--- config.mk ---
export PLATFORM = sky130hd
export DESIGN_NAME = mdu_ctrl
export DESIGN_NICKNAME = d
export VERILOG_FILES = /design/src/rtl/mdu_ctrl.sv
export SDC_FILE = /design/constraint.sdc
export NUM_CORES = 1
export LEC_CHECK = 0
export CELL_PAD_IN_SITES_DETAIL_PLACEMENT = 1
export CELL_PAD_IN_SITES_GLOBAL_PLACEMENT = 1
export CORE_MARGIN = 2
export CORE_UTILIZATION = 40
export CTS_CLUSTER_SIZE = 28
export DETAILED_ROUTE_END_ITERATION = 16
export MAX_ROUTING_LAYER = met4
export PLACE_DENSITY = 0.84
export SLEW_MARGIN = 5
export SYNTH_ARGS = -nofsm -noshare
export SYNTH_HDL_FRONTEND = slang
export SYNTH_SLANG_ARGS = --single-unit
--- constraint.sdc ---
create_clock -name clk -period 7.03 [get_ports clk]
set_input_delay 1.406 -clock clk [delete_from_list [all_inputs] [get_ports clk]]
set_output_delay 1.406 -clock clk [all_outputs]
set_load 0.02 [all_outputs]
--- src/rtl/mdu_ctrl.sv ---
// Iterative multiply/divide unit for the execute stage: 32-step shift-add multiply,
// 32-step restoring divide, owns HI/LO and stalls the pipeline while in flight.
module mdu_ctrl #(
    parameter int ITER = 32
) (
    input  logic        clk,
    input  logic        reset,
    input  logic        start,
    input  logic [2:0]  op,
    input  logic [31:0] src_a,
    input  logic [31:0] src_b,
    input  logic        flushE,
    output logic        busy,
    output logic        done,
    output logic [31:0] hi,
    output logic [31:0] lo
);

    typedef enum logic [2:0] {S_IDLE, S_MUL, S_DIV, S_FIX, S_DONE} state_t;

    state_t      state_q;
    logic [4:0]  cnt_q;
    logic [63:0] acc_q;
    logic [31:0] opnd_q;
    logic        is_div_q;
    logic        neg_res_q;
    logic        neg_rem_q;
    logic [31:0] hi_q;
    logic [31:0] lo_q;
    logic        done_q;

    logic        accept;
    logic        signed_op;
    logic        sign_a;
    logic        sign_b;
    logic [31:0] mag_a;
    logic [31:0] mag_b;
    logic [32:0] mul_sum;
    logic [63:0] mul_acc_d;
    logic [32:0] div_trial;
    logic [63:0] div_acc_d;
    logic [63:0] prod_fix;
    logic [31:0] quot_fix;
    logic [31:0] rem_fix;

    assign accept    = (state_q == S_IDLE) && start && !flushE;
    assign signed_op = !op[2] && !op[0];
    assign sign_a    = signed_op && src_a[31];
    assign sign_b    = signed_op && src_b[31];
    assign mag_a     = sign_a ? -src_a : src_a;
    assign mag_b     = sign_b ? -src_b : src_b;

    // Multiply: acc = {partial product, remaining multiplier bits}; shift right each step.
    assign mul_sum   = {1'b0, acc_q[63:32]} + (acc_q[0] ? {1'b0, opnd_q} : 33'd0);
    assign mul_acc_d = {mul_sum, acc_q[31:1]};

    // Divide: acc = {remainder, dividend/quotient}; 33-bit trial subtraction each step.
    assign div_trial = acc_q[63:31] - {1'b0, opnd_q};
    assign div_acc_d = div_trial[32] ? {acc_q[62:0], 1'b0}
                                     : {div_trial[31:0], acc_q[30:0], 1'b1};

    assign prod_fix = neg_res_q ? -acc_q : acc_q;
    assign quot_fix = (opnd_q == 32'd0) ? 32'hFFFF_FFFF
                    : (neg_res_q ? -acc_q[31:0] : acc_q[31:0]);
    assign rem_fix  = neg_rem_q ? -acc_q[63:32] : acc_q[63:32];

    assign busy = (state_q == S_MUL) || (state_q == S_DIV) || (state_q == S_FIX)
               || (accept && !op[2]);
    assign done = done_q;
    assign hi   = hi_q;
    assign lo   = lo_q;

    always_ff @(posedge clk or posedge reset) begin
        if (reset) begin
            state_q   <= S_IDLE;
            cnt_q     <= 5'd0;
            acc_q     <= 64'd0;
            opnd_q    <= 32'd0;
            is_div_q  <= 1'b0;
            neg_res_q <= 1'b0;
            neg_rem_q <= 1'b0;
            hi_q      <= 32'd0;
            lo_q      <= 32'd0;
            done_q    <= 1'b0;
        end else begin
            done_q <= 1'b0;
            case (state_q)
                S_IDLE: begin
                    if (accept) begin
                        case (op)
                            3'd0, 3'd1: begin
                                acc_q     <= {32'd0, mag_b};
                                opnd_q    <= mag_a;
                                is_div_q  <= 1'b0;
                                neg_res_q <= sign_a ^ sign_b;
                                neg_rem_q <= 1'b0;
                                cnt_q     <= 5'd0;
                                state_q   <= S_MUL;
                            end
                            3'd2, 3'd3: begin
                                acc_q     <= {32'd0, mag_a};
                                opnd_q    <= mag_b;
                                is_div_q  <= 1'b1;
                                neg_res_q <= sign_a ^ sign_b;
                                neg_rem_q <= sign_a;
                                cnt_q     <= 5'd0;
                                state_q   <= S_DIV;
                            end
                            3'd4:    hi_q <= src_a;
                            3'd5:    lo_q <= src_a;
                            default: ;
                        endcase
                    end
                end
                S_MUL, S_DIV: begin
                    if (flushE) begin
                        state_q <= S_IDLE;
                    end else begin
                        acc_q <= (state_q == S_MUL) ? mul_acc_d : div_acc_d;
                        cnt_q <= cnt_q + 5'd1;
                        if (cnt_q == 5'(ITER - 1)) begin
                            state_q <= S_FIX;
                        end
                    end
                end
                S_FIX: begin
                    if (flushE) begin
                        state_q <= S_IDLE;
                    end else begin
                        if (is_div_q) begin
                            hi_q <= rem_fix;
                            lo_q <= quot_fix;
                        end else begin
                            hi_q <= prod_fix[63:32];
                            lo_q <= prod_fix[31:0];
                        end
                        done_q  <= 1'b1;
                        state_q <= S_DONE;
                    end
                end
                default: state_q <= S_IDLE;
            endcase
        end
    end

endmodule
==> tab_implementation.tex, run 1 <==
\begin{tabular}{lr}
\hline
Metric & Value \\
\hline
\multicolumn{2}{l}{\textbf{Logic synthesis}} \\
Fraction of registers with async set/reset & 1.000 \\
Synthesis Warnings & 0 \\
Mean cell area of the mapped netlist & 7.712 um2 \\
Summed instance area of the synthesized netlist & 0.01458 mm2 \\
Area fraction of the dominant cell type after synthesis & 0.2953 \\
Cell taking the most area after synthesis & sky130\_fd\_sc\_hd\_\_dfrtp\_1 \\
Unique cell type count in the Yosys netlist & 78 \\
Number of flops mapped to enable cells by yosys & 0 \\
Net Count, Synth & 2033 \\
Leading register cell type out of synthesis & sky130\_fd\_sc\_hd\_\_dfrtp\_1 \\
Synthesized netlist cell count & 1890 \\
Leading post-synthesis cells by instance count & sky130\_fd\_sc\_hd\_\_a21oi\_1 (208), sky130\_fd\_sc\_hd\_\_nand2\_1 (204), sky130\_fd\_sc\_hd\_\_o21ai\_0 (198) \\
Part of the Yosys area used for sequential elements & 0.2953 \\
Leading cell type by number of instances after synthesis & sky130\_fd\_sc\_hd\_\_a21oi\_1 \\
Number of synthesized register bits & 172 \\
Ranking of synthesized cells by area & sky130\_fd\_sc\_hd\_\_dfrtp\_1 (30\%), sky130\_fd\_sc\_hd\_\_a21oi\_1 (7.1\%), sky130\_fd\_sc\_hd\_\_o21ai\_0 (6.8\%) \\
\multicolumn{2}{l}{\textbf{STA}} \\
Transition time at the pin with the least slew margin & 1.074 ns \\
Worst Clk Skew & 0.01660 ns \\
Number of pins with negative max-slew slack in the final report & 0 \\
Slew HR & 0.2832 \\
Number of hold violations in the final report & 0 \\
Final worst path period share & 0.7040 \\
Worst setup slack after layout & 2.081 ns \\
Post-layout min period & 4.949 ns \\
Final-layout setup total negative slack & 0 ns \\
Max Fclk & 202.1 MHz \\
Total setup violations reported at the end of the flow & 0 \\
Setup repair after global routing missed its margin & false \\
\multicolumn{2}{l}{\textbf{Floorplan}} \\
Effective utilization at floorplan & 0.4078 \\
Ports placed on the boundary & 137 \\
Core area & 0.03574 mm2 \\
Die H & 194.9 um \\
Site Rows & 69 \\
Floorplan die area & 0.03798 mm2 \\
Die X & 194.9 um \\
\multicolumn{2}{l}{\textbf{Drt}} \\
Number of search-and-repair iterations in the first detailed-routing pass & 5 \\
Total routed wirelength & 58300 um \\
Avg WL per Cell & 24.03 um \\
Initial DRC Count & 1431 \\
Antenna-violating nets left & 0 \\
Number of vias per cell after detailed routing & 6.255 \\
Routed vias & 15174 \\
Residual DRC & 0 \\
\multicolumn{2}{l}{\textbf{Clock tree}} \\
TritonCTS clock tree & yes \\
Root buffer selected by CTS & sky130\_fd\_sc\_hd\_\_clkbuf\_16 \\
Later-pin clock latency in the skew report & 0.45 ns \\
Buffers inserted during post-CTS setup optimization & 0 \\
CTS-repair resized insts & 0 \\
Number of buffers on the longest clock path & 2 \\
Clk sinks & 172 \\
Register clock-pin slew on the reported worst setup and hold paths & 0.06 ns \\
Total CTS buffers & 17 \\
Number of buffers inserted for hold repair after clock tree synthesis & 0 \\
Total number of H-tree levels & 4 \\
\multicolumn{2}{l}{\textbf{Run}} \\
Number of maximum-capacitance violations & 0 \\
\multicolumn{2}{l}{\textbf{Layout}} \\
Fraction of layout instances using a drive strength above 1 & 0.04277 \\
Fin nets & 2094 \\
Filler cell count in the final layout & 4368 \\
Area Overhead vs Synth & 15.33\% \\
\multicolumn{2}{l}{\textbf{Global routing}} \\
Aggregate global-route resource usage & 0.3124 \\
Largest net degree at the start of global routing & 173 \\
First-pass GRT wire length & 88910 um \\
Sum of overflow across all layers after global routing & 0 \\
Number of global-route vias before repair & 15027 \\
Initial antenna violation count & 0 \\
\multicolumn{2}{l}{\textbf{Setup path}} \\
Worst Setup Path Type & input pin to output port \\
Type of origin of the critical path & input pin \\
Slowest stage cell on the critical path & sky130\_fd\_sc\_hd\_\_clkdlybuf4s50\_1 \\
Maximum fanout encountered on the critical timing path & 21 \\
Cell occurring most often along the worst timing path & sky130\_fd\_sc\_hd\_\_clkdlybuf4s50\_1 \\
Data arrival time at the worst-slack endpoint & 3.54 ns \\
Series of cell instances along the critical path & clkdlybuf4s50\_1, or3\_1, o21ai\_0, clkdlybuf4s50\_1 \\
Number of buffer and inverter instances along the worst setup path & 2 \\
Endpoint class of the critical path & output port \\
Critical path data required time & 5.62 ns \\
Critical path's top delay family & buffers and inverters \\
Max stage delay on crit path & 0.85 ns \\
\multicolumn{2}{l}{\textbf{Placed design}} \\
Port bufs & 136 \\
Routability cong. & 0.9594 \\
Post-detail-place hpwl & 44050 um \\
Post-place setup slack & 1.818 ns \\
\multicolumn{2}{l}{\textbf{Hold path}} \\
Type of the worst min-delay path & register to register \\
\multicolumn{2}{l}{\textbf{Power and ir drop}} \\
Power, Total & 8.180 mW \\
Worst ir drop on vdd & 0.2707 mV \\
Leakage & 7.114 nW \\
Power per cell area & 486.6 mW/mm2 \\
\multicolumn{2}{l}{\textbf{Outcome}} \\
Outcome & completed \\
\hline
\end{tabular}
## layer usage
metal  GRT usage  part of all wire
met4      0.1244             0.039
met5           -                 0
met1      0.4142              0.44
met2      0.4685              0.44
met3     0.06056             0.078
## state kept, by name (all words and copies together) (netlist names)
signal,count
done,1
neg_rem_q,1
acc_q,64
neg_res_q,1
cnt_q,5
is_div_q,1
opnd_q,32
lo,32
hi,32
state_q,3
## report_power, final
group	internal, mW	switching, mW
registers	1.43	0.677
logic	2.04	3.07
clock network	0.513	0.448
## through the flow
stage          hold WS [ns]  std cells  area [um2]    util
6_report             0.4769       2426       16810  0.4703
5_1_grt              0.5221       2425       16810  0.4702
4_1_cts              0.4892       2425       16810  0.4702
3_5_place_dp         0.4748       2393       16240  0.4543
3_3_place_gp         0.4626       2393       16240  0.4543
2_1_floorplan        0.4498       1890       14580       -
## cell type report
class,instances,area [um2],share of cell area
tap,461,576.8,0.03431
inverter,62,237.7,0.01414
sequential,172,4304,0.2560
clock buffer,21,460.4,0.02739
antenna,1,2.502,0.0001489
clock inverter,11,108.9,0.006476
timing repair buffer,156,1519,0.09036
multi-input combinational,1542,9600,0.5711
## kinds of logic (layout without fill, tap and decap cells)
group,Yosys count,in the layout,synth area share
fa+ha+maj,72,72,0.06284
flops,172,172,0.2953
xor+xnor,176,176,0.1058
mux,42,42,0.02901
simple gates,609,609,0.1936
compound gates,643,643,0.2639
other cells,0,1,0
buf+inv,176,250,0.04962
## cell usage in the layout (no fill, tap or decap), drive strengths merged, types with 8 or more instances in the layout
cell / count
a21o: 34
nor4: 16
and3: 14
clkbuf: 21
inv: 66
nand2: 205
nand3: 19
or3: 13
nor2b: 10
and2: 10
clkdlybuf4s50: 135
o22ai: 24
a31oi: 20
xnor2: 97
dfrtp: 172
xor2: 79
o31ai: 24
a211oi: 17
o41ai: 13
nand2b: 19
o21a: 8
o21ai: 202
mux2i: 40
buf: 21
a21oi: 208
nor2: 198
ha: 70
or4: 15
a22oi: 19
nor3: 50
o21bai: 11
nand4: 9
o211ai: 15
## worst min-delay path: stages (launching register included)
cell                      delay, ns
sky130_fd_sc_hd__dfrtp_1       0.34
sky130_fd_sc_hd__nand2_1       0.05
sky130_fd_sc_hd__o21ai_0       0.06
## final timing paths
check | from | end | slack (ns) | cells after the start
worst max-delay path | flushE | busy | 2.08 | 4
worst min-delay path | hi[22] | hi[22] | 0.48 | 2
worst max register to register | acc_q[0] | acc_q[62] | 2.10 | 15
worst min register to register | hi[22] | hi[22] | 0.48 | 2
max in group asynchronous | reset | cnt_q[3] | 4.66 | 3
min in group asynchronous | reset | acc_q[47] | 1.60 | 3
No activity file was read; power rests on OpenSTA's default activity.
==> run 2, diff against run 1 <==
--- a/config.mk
+++ b/config.mk
@@ -12,7 +12,7 @@
 export CTS_CLUSTER_SIZE = 28
 export DETAILED_ROUTE_END_ITERATION = 16
 export MAX_ROUTING_LAYER = met4
-export PLACE_DENSITY = 0.84
+export PLACE_DENSITY = 0.87
 export SLEW_MARGIN = 5
 export SYNTH_ARGS = -nofsm -noshare
 export SYNTH_HDL_FRONTEND = slang
==> constraint.sdc (replaced) <==
create_clock -name clk -period 4.1 [get_ports clk]
set_input_delay 0.82 -clock clk [delete_from_list [all_inputs] [get_ports clk]]
set_output_delay 0.82 -clock clk [all_outputs]
set_load 0.02 [all_outputs]
==> tab_implementation.tex, run 2 (same netlist as run 1, synthesis figures left out) <==
\begin{tabular}{lr}
\hline
Metric & Value \\
\hline
\multicolumn{2}{l}{\textbf{Setup path}} \\
Slowest stage cell on the critical path & sky130\_fd\_sc\_hd\_\_or4\_1 \\
Cell occurring most often along the worst timing path & sky130\_fd\_sc\_hd\_\_or4\_4 \\
Endpoint class of the critical path & register \\
Worst-case register-to-register setup slack & 0.17 ns (-1.93 ns) \\
Type of origin of the critical path & register \\
Data arrival time at the worst-slack endpoint & 4.25 ns (+0.71 ns) \\
Worst Setup Path Type & register to register \\
Series of cell instances along the critical path & or4\_1, or4\_4, or4\_4, or4\_4, nand2b\_4, nand2\_1, and2\_1, a21oi\_1, xor2\_1, nor2\_1, o31ai\_1 \\
Critical path data required time & 4.42 ns (-1.20 ns) \\
Maximum fanout encountered on the critical timing path & 8 (-62\%) \\
Max stage delay on crit path & 0.59 ns (-0.26 ns) \\
Reg2reg path depth & 11 (-4) \\
\multicolumn{2}{l}{\textbf{Drt}} \\
Total routed wirelength & 61620 um (+5.7\%) \\
Residual DRC & 0 (unchanged) \\
Antenna-violating nets left & 0 (unchanged) \\
Initial DRC Count & 1515 (+5.9\%) \\
Number of search-and-repair iterations in the first detailed-routing pass & 5 (unchanged) \\
Number of vias per cell after detailed routing & 6.270 (+0.24\%) \\
Avg WL per Cell & 24.55 um (+2.2\%) \\
Routed vias & 15737 (+3.7\%) \\
\multicolumn{2}{l}{\textbf{STA}} \\
Number of hold violations in the final report & 0 (unchanged) \\
Worst hold margin & 0.4828 ns (+0.005935 ns) \\
Worst Clk Skew & 0.02230 ns (+0.005693 ns) \\
Worst setup slack after layout & 0.1743 ns (-1.907 ns) \\
Final worst path period share & 0.9575 \\
Post-layout min period & 3.926 ns \\
Transition time at the pin with the least slew margin & 1.255 ns (+0.1807 ns) \\
Max Fclk & 254.7 MHz \\
Total setup violations reported at the end of the flow & 0 (unchanged) \\
Slew HR & 0.1612 (-0.1219) \\
Final-layout setup total negative slack & 0 ns (unchanged) \\
Number of pins with negative max-slew slack in the final report & 0 (unchanged) \\
\multicolumn{2}{l}{\textbf{Floorplan}} \\
Floorplan die area & 0.03798 mm2 (unchanged) \\
Core area & 0.03574 mm2 (unchanged) \\
Site Rows & 69 (unchanged) \\
Die X & 194.9 um (unchanged) \\
Die H & 194.9 um (unchanged) \\
Effective utilization at floorplan & 0.4078 (unchanged) \\
Ports placed on the boundary & 137 (unchanged) \\
\multicolumn{2}{l}{\textbf{Power and ir drop}} \\
Worst ir drop on vdd & 0.3831 mV (+42\%) \\
Leakage & 7.582 nW (+6.6\%) \\
Power per cell area & 845.0 mW/mm2 (+74\%) \\
\multicolumn{2}{l}{\textbf{Clock tree}} \\
Buffers inserted during post-CTS setup optimization & 0 (unchanged) \\
TritonCTS clock tree & yes \\
Register clock-pin slew on the reported worst setup and hold paths & 0.08 ns (+0.02 ns) \\
Total number of H-tree levels & 4 (unchanged) \\
Number of buffers on the longest clock path & 2 (unchanged) \\
Total CTS buffers & 17 (unchanged) \\
Later-pin clock latency in the skew report & 0.46 ns (about the same) \\
Root buffer selected by CTS & sky130\_fd\_sc\_hd\_\_clkbuf\_16 \\
CTS-repair resized insts & 1 (+1) \\
Number of buffers inserted for hold repair after clock tree synthesis & 0 (unchanged) \\
Clk sinks & 172 (unchanged) \\
\multicolumn{2}{l}{\textbf{Placed design}} \\
Port bufs & 136 (unchanged) \\
Post-place setup slack & -0.07299 ns (-1.891 ns) \\
Routability cong. & 0.9600 (about the same) \\
Post-detail-place hpwl & 47830 um (+8.6\%) \\
Placed instance area & 0.01695 mm2 (+4.4\%) \\
\multicolumn{2}{l}{\textbf{Layout}} \\
Leading cell type in the layout, fill and taps excluded & sky130\_fd\_sc\_hd\_\_a21oi\_1 \\
Fin nets & 2181 (+4.2\%) \\
Commonest non-fill, non-tap cells in the layout & sky130\_fd\_sc\_hd\_\_a21oi\_1 (208), sky130\_fd\_sc\_hd\_\_nand2\_1 (204), sky130\_fd\_sc\_hd\_\_o21ai\_0 (198), sky130\_fd\_sc\_hd\_\_nor2\_1 (195), sky130\_fd\_sc\_hd\_\_dfrtp\_1 (171) \\
Area Overhead vs Synth & 20.53\% \\
Most flop-heavy register & acc\_q \\
Filler cell count in the final layout & 4408 (+0.92\%) \\
Post-route cell area & 0.01757 mm2 (+4.5\%) \\
Flip-flop count of the largest register after layout & 64 (unchanged) \\
Fraction of layout instances using a drive strength above 1 & 0.08687 (+0.04410) \\
Inserted Diodes & 0 (-1) \\
\multicolumn{2}{l}{\textbf{Outcome}} \\
Outcome & completed \\
\multicolumn{2}{l}{\textbf{Global routing}} \\
Number of global-route vias before repair & 16121 (+7.3\%) \\
Initial antenna violation count & 1 (+1) \\
First-pass GRT wire length & 94610 um (+6.4\%) \\
GR Layer Usage met1 & 0.4279 (+0.01372) \\
Met3 Resource Use GR & 0.06021 (-0.0003470) \\
Sum of overflow across all layers after global routing & 0 (unchanged) \\
Aggregate global-route resource usage & 0.3307 (+0.01829) \\
Largest net degree at the start of global routing & 87 (-50\%) \\
Gr busiest metal & met2 \\
M2 GR Usage & 0.5098 (+0.04127) \\
\multicolumn{2}{l}{\textbf{Hold path}} \\
Type of the worst min-delay path & register to register \\
Worst hold stages & 1 (-1) \\
\multicolumn{2}{l}{\textbf{Run}} \\
Number of maximum-capacitance violations & 0 (unchanged) \\
\hline
\end{tabular}
## run 2: metrics by stage
step                total power [mW]    util  cells
global route                   15.75  0.4915   2510
floorplan                      9.310       -   1890
detailed placement             12.90  0.4742   2480
CTS                            14.57  0.4901   2510
global placement               12.41  0.4742   2480
finish                         14.85  0.4915   2510
## run 2: power by group
group | switching [mW] | internal [mW]
clock | 0.759 | 0.870
sequential | 0.928 | 2.46
combinational | 5.88 | 3.95
total | 7.57 | 7.28
## run 2: path summary, 6_finish.rpt
check                                  to      from
worst max-delay path               hi[23]  acc_q[0]
worst min-delay path                hi[8]     hi[8]
worst min register to register      hi[8]     hi[8]
max in group asynchronous       acc_q[63]     reset
min in group asynchronous       acc_q[39]     reset
worst max register to register     hi[23]  acc_q[0]
## run 2: per-layer routing
layer  part of all wire  routed length [um]
met3              0.084                5174
met1               0.42               26120
met4              0.041                2535
met5                  0                   0
met2               0.45               27790
## run 2: cell type report
cell class | count | area [um2] | share of cell area
clock buffer | 19 | 452.9 | 0.02578
clock inverter | 11 | 110.1 | 0.006267
inverter | 62 | 236.5 | 0.01346
multi-input combinational | 1542 | 9652 | 0.5494
sequential | 172 | 4305 | 0.2451
tap | 461 | 576.8 | 0.03283
timing repair buffer | 243 | 2235 | 0.1272
## run 2: worst max-delay path: cells and delay by family (launching register included)
kind | cells | cell delay [ns]
xor+xnor | 1 | 0.16
compound gates | 2 | 0.37
simple gates | 8 | 2.80
flops | 1 | 0.47
